$ cat src/rtl/uart_tx_param_if.sv
// Transmit handshake bundle for uart_tx_param.
// Signals:
//   tx_valid - source presents a word on tx_data
//   tx_data  - word to transmit, bit 0 goes out first
//   tx_ready - transmitter can take a word this cycle
// Modports: master (word source), slave (transmitter).
interface uart_tx_param_if #(
   parameter int unsigned DATA_W = 8
);
   logic              tx_valid;
   logic [DATA_W-1:0] tx_data;
   logic              tx_ready;

   modport master (output tx_valid, output tx_data, input tx_ready);
   modport slave  (input tx_valid, input tx_data, output tx_ready);
endinterface

$ cat src/rtl/uart_tx_param.sv
// Parameterised UART transmitter: start bit, DATA_W data bits LSB first, optional
// even/odd parity, STOP_BITS stop bits, each bit lasting CLK_DIV clocks.
// Build option: define UART_TX_FIFO_EN to place a FIFO_DEPTH-entry queue in front of the
// FSM (tx_ready = not full, frames run back to back). Without it a single holding
// register is used and tx_ready is high only while idle.
// Ports:
//   clk_i        - clock, rising edge
//   reset_i      - asynchronous active-high reset
//   tx_if        - handshake bundle (slave modport): tx_valid, tx_data, tx_ready
//   serial_out_o - registered UART line, idle high
//   busy_o       - frame in progress or word queued
module uart_tx_param #(
   parameter int unsigned DATA_W      = 8,
   parameter int unsigned CLK_DIV     = 5208,
   parameter int unsigned PARITY_MODE = 1,
   parameter int unsigned STOP_BITS   = 1,
   parameter int unsigned FIFO_DEPTH  = 4
) (
   input  logic           clk_i,
   input  logic           reset_i,
   uart_tx_param_if.slave tx_if,
   output logic           serial_out_o,
   output logic           busy_o
);

   if (DATA_W < 5 || DATA_W > 9 || CLK_DIV < 2 || PARITY_MODE > 2 || STOP_BITS < 1 ||
       STOP_BITS > 2 || FIFO_DEPTH < 2 || (FIFO_DEPTH & (FIFO_DEPTH - 1)) != 0)
   begin : g_bad_param
      $error("uart_tx_param: illegal parameter value");
   end

   localparam int unsigned DivW = $clog2(CLK_DIV);
   localparam int unsigned BitW = $clog2(DATA_W);
   localparam logic [DivW-1:0] DivLoad  = DivW'(CLK_DIV - 1);
   localparam logic [BitW-1:0] LastData = BitW'(DATA_W - 1);
   localparam logic [BitW-1:0] LastStop = BitW'(STOP_BITS - 1);
   localparam bit HasParity = (PARITY_MODE != 0);
   localparam bit OddParity = (PARITY_MODE == 2);

   typedef enum logic [2:0] {StIdle, StStart, StData, StParity, StStop} state_e;

   state_e            state_q, state_d;
   logic [DivW-1:0]   div_q, div_d;
   logic [BitW-1:0]   bit_q, bit_d;
   logic [DATA_W-1:0] shift_q, shift_d;
   logic              par_q, par_d;
   logic              line_q, line_d;

   logic              word_avail;
   logic [DATA_W-1:0] word_next;
   logic              load;
   logic              tick;

`ifdef UART_TX_FIFO_EN
   localparam int unsigned PtrW = $clog2(FIFO_DEPTH);

   logic [DATA_W-1:0] mem_q [FIFO_DEPTH];
   logic [PtrW:0]     wr_q, rd_q;
   logic              empty, full, push;

   // Pointers carry one extra wrap bit to tell full from empty.
   assign empty          = (wr_q == rd_q);
   assign full           = (wr_q[PtrW] != rd_q[PtrW]) && (wr_q[PtrW-1:0] == rd_q[PtrW-1:0]);
   assign push           = tx_if.tx_valid & ~full;
   assign tx_if.tx_ready = ~full;
   assign word_avail     = ~empty;
   assign word_next      = mem_q[rd_q[PtrW-1:0]];
   assign busy_o         = (state_q != StIdle) | ~empty;

   always_ff @(posedge clk_i or posedge reset_i) begin
      if (reset_i) begin
         wr_q <= '0;
         rd_q <= '0;
      end else begin
         if (push) wr_q <= wr_q + 1'b1;
         if (load) rd_q <= rd_q + 1'b1;
      end
   end

   always_ff @(posedge clk_i) begin
      if (push) mem_q[wr_q[PtrW-1:0]] <= tx_if.tx_data;
   end
`else
   assign tx_if.tx_ready = (state_q == StIdle);
   assign word_avail     = tx_if.tx_valid & (state_q == StIdle);
   assign word_next      = tx_if.tx_data;
   assign busy_o         = (state_q != StIdle);
`endif

   assign tick         = (div_q == '0);
   assign serial_out_o = line_q;

   always_comb begin
      state_d = state_q;
      div_d   = div_q;
      bit_d   = bit_q;
      shift_d = shift_q;
      par_d   = par_q;
      line_d  = line_q;
      load    = 1'b0;

      if (state_q != StIdle) div_d = tick ? DivLoad : div_q - 1'b1;

      unique case (state_q)
         StIdle: begin
            if (word_avail) load = 1'b1;
         end
         StStart: begin
            if (tick) begin
               state_d = StData;
               line_d  = shift_q[0];
               shift_d = shift_q >> 1;
               bit_d   = '0;
            end
         end
         StData: begin
            if (tick) begin
               if (bit_q == LastData) begin
                  bit_d = '0;
                  if (HasParity) begin
                     state_d = StParity;
                     line_d  = par_q;
                  end else begin
                     state_d = StStop;
                     line_d  = 1'b1;
                  end
               end else begin
                  bit_d   = bit_q + 1'b1;
                  line_d  = shift_q[0];
                  shift_d = shift_q >> 1;
               end
            end
         end
         StParity: begin
            if (tick) begin
               state_d = StStop;
               line_d  = 1'b1;
               bit_d   = '0;
            end
         end
         StStop: begin
            if (tick) begin
               if (bit_q == LastStop) begin
                  // A queued word goes straight into its start bit, no idle bit between.
                  if (word_avail) begin
                     load = 1'b1;
                  end else begin
                     state_d = StIdle;
                     div_d   = '0;
                     bit_d   = '0;
                  end
               end else begin
                  bit_d = bit_q + 1'b1;
               end
            end
         end
         default: state_d = StIdle;
      endcase

      // Start of a frame: capture the word and its parity, drive the start bit.
      if (load) begin
         state_d = StStart;
         div_d   = DivLoad;
         bit_d   = '0;
         line_d  = 1'b0;
         shift_d = word_next;
         par_d   = (^word_next) ^ OddParity;
      end
   end

   always_ff @(posedge clk_i or posedge reset_i) begin
      if (reset_i) begin
         state_q <= StIdle;
         div_q   <= '0;
         bit_q   <= '0;
         shift_q <= '0;
         par_q   <= 1'b0;
         line_q  <= 1'b1;
      end else begin
         state_q <= state_d;
         div_q   <= div_d;
         bit_q   <= bit_d;
         shift_q <= shift_d;
         par_q   <= par_d;
         line_q  <= line_d;
      end
   end

endmodule
$ cat src/flat_wrapper.sv
// flat-port wrapper written by rule: the top's interface ports become plain ports
module uart_tx_param_flat 
#(
   parameter int unsigned DATA_W      = 8,
   parameter int unsigned CLK_DIV     = 5208,
   parameter int unsigned PARITY_MODE = 1,
   parameter int unsigned STOP_BITS   = 1,
   parameter int unsigned FIFO_DEPTH  = 4
)
  (clk_i, reset_i, serial_out_o, busy_o, tx_if_tx_valid, tx_if_tx_data, tx_if_tx_ready);
  uart_tx_param_if #(.DATA_W(DATA_W)) tx_if_i ();
  input  logic clk_i;
  input  logic reset_i;
  output logic serial_out_o;
  output logic busy_o;
  input wire logic [$bits(tx_if_i.tx_valid)-1:0] tx_if_tx_valid;
  input wire logic [$bits(tx_if_i.tx_data)-1:0] tx_if_tx_data;
  output wire logic [$bits(tx_if_i.tx_ready)-1:0] tx_if_tx_ready;
  assign tx_if_i.tx_valid = tx_if_tx_valid;
  assign tx_if_i.tx_data = tx_if_tx_data;
  assign tx_if_tx_ready = tx_if_i.tx_ready;
  uart_tx_param #(.DATA_W(DATA_W), .CLK_DIV(CLK_DIV), .PARITY_MODE(PARITY_MODE), .STOP_BITS(STOP_BITS), .FIFO_DEPTH(FIFO_DEPTH)) u_core (.clk_i(clk_i), .reset_i(reset_i), .tx_if(tx_if_i), .serial_out_o(serial_out_o), .busy_o(busy_o));
endmodule
$ cat config.mk
export PLATFORM = sky130hd
export DESIGN_NAME = uart_tx_param_flat
export DESIGN_NICKNAME = d
export VERILOG_FILES = /design/src/rtl/uart_tx_param_if.sv /design/src/rtl/uart_tx_param.sv /design/src/flat_wrapper.sv
export SDC_FILE = /design/constraint.sdc
export NUM_CORES = 1
export LEC_CHECK = 0
export CAP_MARGIN = 30
export CORE_MARGIN = 1.5
export CORE_UTILIZATION = 35
export DETAILED_ROUTE_END_ITERATION = 10
export PLACE_DENSITY_LB_ADDON = 0.2
export SLEW_MARGIN = 15
export SYNTH_ARGS = -nofsm -noshare
export SYNTH_HDL_FRONTEND = slang
export SYNTH_SLANG_ARGS = --single-unit
$ cat constraint.sdc
create_clock -name clk_i -period 2.72 [get_ports clk_i]
set_input_delay 0.408 -clock clk_i [delete_from_list [all_inputs] [get_ports clk_i]]
set_output_delay 0.408 -clock clk_i [all_outputs]
set_load 0.01 [all_outputs]
# Word level (Yosys, flattened, before mapping)
# Cells that the tools add are included.
# W data, S select, Z words.
dict set report totals {
  inputBits 11
  register_bits 29
  rom_bits 0
  latch_bits 0
  ramBits 0
  memories 0
}
dict set report classes {
  div_mod_pow 0
  shifts 0
  eq_ne 16
  n_mul 0
  n_mux 38
  order_cmp 0
  n_reduce_logical 13
  n_bitwise 1
  addsub 2
}
# op count
set ops {}
lappend ops {{$mux W13} 7}
lappend ops {{$mux W3} 14}
lappend ops {{$mux W8} 4}
lappend ops {{$ne A3 B1 Y1 const B} 7}
lappend ops {{$pmux W8 S2} 1}
lappend ops {{$pmux W3 S5} 1}
lappend ops {{$logic_not A13 Y1} 1}
lappend ops {{$sub A13 B1 Y13 const B} 1}
lappend ops {{$pmux W3 S3} 1}
lappend ops {{$mux W1} 8}
lappend ops {{$reduce_and A4 Y1} 2}
lappend ops {{$reduce_and A8 Y1} 1}
lappend ops {{$reduce_bool A4 Y1} 2}
lappend ops {{$reduce_xor A8 Y1} 1}
lappend ops {{$eq A3 B2 Y1 const B} 2}
lappend ops {{$eq A3 B3 Y1 const B} 2}
lappend ops {{$logic_not A3 Y1} 2}
lappend ops {{$reduce_bool A3 Y1} 2}
lappend ops {{$reduce_and A5 Y1} 1}
lappend ops {{$ne A4 B4 Y1 const B} 1}
lappend ops {{$add A3 B1 Y3 const B} 1}
lappend ops {{$eq A3 B1 Y1 const B} 1}
lappend ops {{$ne A3 B2 Y1 const B} 1}
lappend ops {{$ne A3 B3 Y1 const B} 1}
lappend ops {{other kinds (5)} 5}

# Longest topological paths before layout
dict set report depth {
  ltp_word 8
  depth_mapped 9
}

# Worst setup path after synthesis
# Ideal clock, no wire load.
dict set report synth_path {
  path_kind {register to register}
  start {register u_core.div_q[0]}
  end {register u_core.div_q[12]}
  path_stages_with_launch 8
  setup_ps 69
  required_ps 2651
  arrival_ps 2207
  setup_slack_ps 443
  path_buffers 1
  path_cell_list {dfrtp_1 inv_1 ha_1 or3b_2 or3_1 clkbuf_1 or4_2 nand3_1}
}
dict set report synth_via {
  elab_chain_len 8
  word_cells_on_any_way 11
}
# element line
set synth_lines {}
lappend synth_lines {{start, declared} uart_tx_param.sv:43} ;# logic [DivW-1:0] div_q, div_d;
lappend synth_lines {{start signal, assigned} uart_tx_param.sv:181} ;# div_q <= div_d;
lappend synth_lines {{$sub A13 B1 Y13 or $logic_not A13 Y1 (tied branches)} {uart_tx_param.sv:102, uart_tx_param.sv:90}}
lappend synth_lines {{$mux W13 (2 in series)} uart_tx_param.sv:102} ;# if (state_q != StIdle) div_d = tick ? DivLoad : div_q - 1'b1;
lappend synth_lines {{$mux W13} uart_tx_param.sv:145} ;# if (word_avail) begin
lappend synth_lines {{$mux W13} uart_tx_param.sv:143} ;# if (bit_q == LastStop) begin
lappend synth_lines {{$mux W13} uart_tx_param.sv:142} ;# if (tick) begin
lappend synth_lines {{$mux W13} uart_tx_param.sv:104} ;# unique case (state_q)
lappend synth_lines {{$mux W13 *} uart_tx_param.sv:161} ;# if (load) begin
lappend synth_lines {{net u_core.div_d[12]} uart_tx_param.sv:43}
# The timed path passes the listed nets; every way through them passes the cells marked *.
# A chain may end at the register's enable or synchronous reset.

# Worst setup path after layout
dict set report layout_path {
  start {register u_core.state_q[2]}
  end {output tx_if_tx_ready}
}
dict set report layout_via {
  elab_chain_len 1
}
# element line
set layout_lines {}
lappend layout_lines {{start, declared} uart_tx_param.sv:42} ;# state_e state_q, state_d;
lappend layout_lines {{start signal, assigned} uart_tx_param.sv:173} ;# state_q <= StIdle;
lappend layout_lines {{start signal, assigned} uart_tx_param.sv:180} ;# state_q <= state_d;
lappend layout_lines {{$logic_not A3 Y1} uart_tx_param.sv:84} ;# assign tx_if.tx_ready = (state_q == StIdle);
lappend layout_lines {{end, declared} flat_wrapper.sv:18} ;# output wire logic [$bits(tx_if_i.tx_ready)-1:0] tx_if_tx_ready;
# No other way between the ends.

==> PnR_summary.wiki <==
{| class="wikitable"
! Metric !! Value
|-
| Worst setup path class || reg2out
|-
| GR met1 Demand/Resource || 17.19%
|-
| Accumulated negative setup slack || 0 ns
|-
| IO Port Bufs || 13
|-
| Reg-to-reg critical path startpoint || u_core.div_q[0]
|-
| Share of layout cells above drive strength 1 || between 10% and 20%
|-
| Num CTS Buffers || 5
|-
| Area of the core || 0.004444 sq mm
|-
| Filler Cell Count || between 400 and 500
|-
| Leakage power figure || around 0.87 nW
|-
| Post-detailed-route wirelength per cell || around 14 um
|-
| Layout Skew || ~0.0065 ns
|-
| Depth of the worst register-to-register path || 7
|-
| All-Layer GR Usage || between 10 and 15%
|-
| First-pass GRT wire length || between 5 and 6 mm
|-
| Number of instances in the synthesized netlist || about 170
|-
| Placer congestion estimate || about 0.83
|-
| Clock root buffer || sky130_fd_sc_hd__clkbuf_8
|-
| Headroom to the max-slew limit || between 60% and 70%
|-
| Clk_lat worst skew || between 0.2 and 0.3 ns
|-
| Busiest metal layer after global routing || met2
|-
| Leading cell types by total area after synthesis || sky130_fd_sc_hd__dfrtp_1 (42%), sky130_fd_sc_hd__xnor2_1 (8.0%), sky130_fd_sc_hd__mux2i_1 (4.9%)
|-
| Fraction of synthesis flops using an asynchronous set or reset pin || 100.0%
|-
| Register bit total from synthesis || 29
|-
| Max-cap viol count || 0
|-
| Total setup violations reported at the end of the flow || 0
|-
| Final period utilization || ~90%
|-
| Maximum root-to-sink buffer count || 2
|-
| H-tree depth || 2
|-
| Predominant post-synthesis flop cell || sky130_fd_sc_hd__dfrtp_1
|-
| Fraction of post-synthesis cell area in the top cell type by area || between 40% and 50%
|-
| NetSw || around 0.18 mW
|-
| Layout Area Growth over Synthesis || 15.93%
|-
| Count of flip-flops with a built-in enable after synthesis || 0
|-
| X dimension of the die || approximately 72 um
|-
| CP max-delay cell || sky130_fd_sc_hd__clkdlybuf4s50_1
|-
| Final cell utilization of the core || a little over two fifths
|-
| Sequential share of the synthesized area || 44.08%
|-
| Number of vias after detailed routing || between 1,000 and 1,500
|-
| End of the worst register-to-register path || u_core.bit_q[2]
|-
| Top-level I/O count || 14
|-
| Cts hold-fix bufs || 0
|-
| Clock tree from TritonCTS || built
|-
| Kind of start point of the critical path || register
|-
| Total power density per cell area || approximately 440 mW/mm^2
|-
| Largest net degree at the start of global routing || 30
|-
| Met2 track demand over resource || between 20% and 30%
|-
| Met3 usage in global routing || about 3.8%
|-
| FP Rows || 24
|-
| Cell-by-cell trace of the critical path || or3_1 -> inv_2 -> clkdlybuf4s50_1
|-
| Die footprint || roughly 0.0051 sq mm
|-
| Register clock-pin slew on the reported worst setup and hold paths || about 0.060 ns
|-
| Top post-synthesis cells by count || sky130_fd_sc_hd__dfrtp_1 (28), sky130_fd_sc_hd__nor2_1 (16), sky130_fd_sc_hd__xnor2_1 (15)
|-
| Capturing element type of the critical path || primary output
|-
| Number of detailed-routing iterations run before antenna repair || 4
|-
| Hold violation count in the final report || 0
|-
| Number of sinks handled by clock tree synthesis || 29
|-
| Part of the power in registers || 51.7%
|-
| Hold path startpoint || u_core.shift_q[6]
|-
| Count of pins over their slew limit || 0
|-
| Slew at the pin closest to its max-slew limit || roughly 0.57 ns
|-
| Vias per Instance || approximately 5.3
|-
| Unrepaired setup endpoints after global routing || false
|-
| Post-DP HPWL || 2.381 mm
|-
| Initial antenna violation count || 0
|-
| Internal reg-to-reg setup slack || 0.27 ns
|-
| Post-CTS setup buffer count || 0
|-
| Number of warnings printed during yosys synthesis || 0
|-
| Max IR drop VDD || between 0.2 and 0.25 mV
|-
| Relative contribution of combinational cells to total power || approximately 5.5%
|-
| Mapped cell area || around 0.0016 sq mm
|-
| Drc violations || 0
|-
| Antenna cell count || 0
|-
| Worst min path class || reg2reg
|-
| Minimum clock period after layout || 2.454 ns
|-
| Achievable Freq || slightly above 0.4 GHz
|-
| CTS resizes || 0
|-
| Starting utilization of the core area || roughly 37%
|-
| Critical path required time || 2.31 ns
|-
| Internal power component || around 0.66 mW
|-
| CP Data Arrival Time || between 2 and 2.5 ns
|-
| Crit path max fanout || 12
|-
| Vias in the first global route || approximately 1,300
|-
| Delay of the slowest cell on the worst path || 0.56 ns
|-
| Switching portion of total power || a little over a fifth
|-
| Outcome || finished, final reports clean
|-
| Synth area leader || sky130_fd_sc_hd__dfrtp_1
|-
| Mean post-synth cell area || roughly 9.6 sq um
|-
| Final global-route overflow total || 0
|-
| Cell with the most instances after synthesis || sky130_fd_sc_hd__dfrtp_1
|-
| Die boundary height || approximately 70 um
|-
| Number of nets in the final layout || 200
|-
| Distinct cell type count of the synthesized netlist || a little over 40
|-
| DRT iter0 DRCs || 47
|-
| Final wirelength || 3.274 mm
|-
| Nets in the synthesized netlist || 186
|-
| Hold path endpoint || u_core.shift_q[6]
|-
| Post-DRT Antenna Nets || 0
|-
| Clock share of power || 42.7%
|-
| Hold Crit Depth || 2
|}
## flip-flops by register name, summed over array words and instances, names as in the netlist
name,count
u_core.par_q,1
u_core.state_q,3
u_core.bit_q,3
u_core.div_q,13
u_core.shift_q,8
u_core.serial_out_o,1
## per-stage QoR
stage / total power, mW / worst slack [ns] / hold WS (ns) / instances / area [sq um]
detailed placement: 0.4873 / 0.2608 / 0.4719 / 230 / 1826
global placement: 0.4860 / 0.3789 / 0.4673 / 230 / 1826
finish: 0.8341 / 0.2661 / 0.4822 / 237 / 1912
floorplan: 0.4632 / 0.4435 / 0.4496 / 171 / 1649
CTS: 0.8511 / 0.2565 / 0.4867 / 237 / 1912
global route: 0.8756 / 0.1156 / 0.5067 / 237 / 1912
## worst max-delay path by stage
stage,startpoint,end,depth (start not counted)
final,u_core.state_q[2],tx_if_tx_ready,3
after global routing,u_core.div_q[0],u_core.bit_q[2],7
after CTS,u_core.div_q[0],u_core.bit_q[2],7
after detailed placement,u_core.div_q[0],u_core.bit_q[2],7
after global placement,u_core.div_q[8],u_core.bit_q[2],5
after floorplan,u_core.div_q[0],u_core.div_q[12],7
## worst max-delay path, delay by kind of cell, from the launching register on
family / cells / cell delay, ns
simple gates: 1 / 0.52
buf+inv: 2 / 0.75
flops: 1 / 0.50
## power by group through the flow
stage / Sequential, mW / Clock [mW] / Combinational, mW
global placement: 0.439 / 0 / 0.0467
floorplan: 0.439 / 0 / 0.0239
detailed placement: 0.439 / 0 / 0.0480
finish: 0.432 / 0.356 / 0.0463
global route: 0.431 / 0.393 / 0.0511
CTS: 0.431 / 0.372 / 0.0480
## cells in the final DEF, fill, tap and decap left out, types with 2 or more instances in the layout
| cell | instances |
|---|---|
| sky130_fd_sc_hd__nand2_1 | 14 |
| sky130_fd_sc_hd__nand3_1 | 5 |
| sky130_fd_sc_hd__clkbuf_8 | 6 |
| sky130_fd_sc_hd__a21oi_1 | 9 |
| sky130_fd_sc_hd__nor4_1 | 2 |
| sky130_fd_sc_hd__o21ai_0 | 13 |
| sky130_fd_sc_hd__mux2i_1 | 8 |
| sky130_fd_sc_hd__ha_1 | 4 |
| sky130_fd_sc_hd__or3_1 | 5 |
| sky130_fd_sc_hd__xnor2_1 | 15 |
| sky130_fd_sc_hd__clkdlybuf4s50_1 | 13 |
| sky130_fd_sc_hd__or4_2 | 2 |
| sky130_fd_sc_hd__and3_1 | 2 |
| sky130_fd_sc_hd__nor3_1 | 4 |
| sky130_fd_sc_hd__inv_1 | 7 |
| sky130_fd_sc_hd__mux2_4 | 2 |
| sky130_fd_sc_hd__nand2b_1 | 2 |
| sky130_fd_sc_hd__dfrtp_1 | 28 |
| sky130_fd_sc_hd__nor2_1 | 16 |
| sky130_fd_sc_hd__o31ai_1 | 2 |
| sky130_fd_sc_hd__xor2_1 | 3 |
| sky130_fd_sc_hd__buf_4 | 3 |
## layer usage
| layer | part of all wire (%) | up-vias |
|---|---|---|
| met2 | 49 | 24 |
| met3 | 3.5 | 7 |
| met4 | 2.2 | 0 |
| li1 | - | 618 |
| met5 | 0 | - |
| met1 | 46 | 606 |
## cells by family after synthesis
family,synth area share (%)
and+or+nand+nor,19.27
xor gates and xnor gates,9.560
adders and majority gates,3.035
buffers and inverters,4.325
muxes,6.677
AOI/OAI and AO/OA,13.05
DFF,44.08
## layout make-up
class	instances	area (sq um)	share of cell area, %
Multi-Input combinational cell	125	850.8	44.50
Tap cell	52	65.06	3.403
Clock buffer	7	86.33	4.516
Timing Repair Buffer	16	152.6	7.984
Sequential cell	29	726.9	38.02
Inverter	8	30.03	1.571
Power figures use the tool's default switching activity.
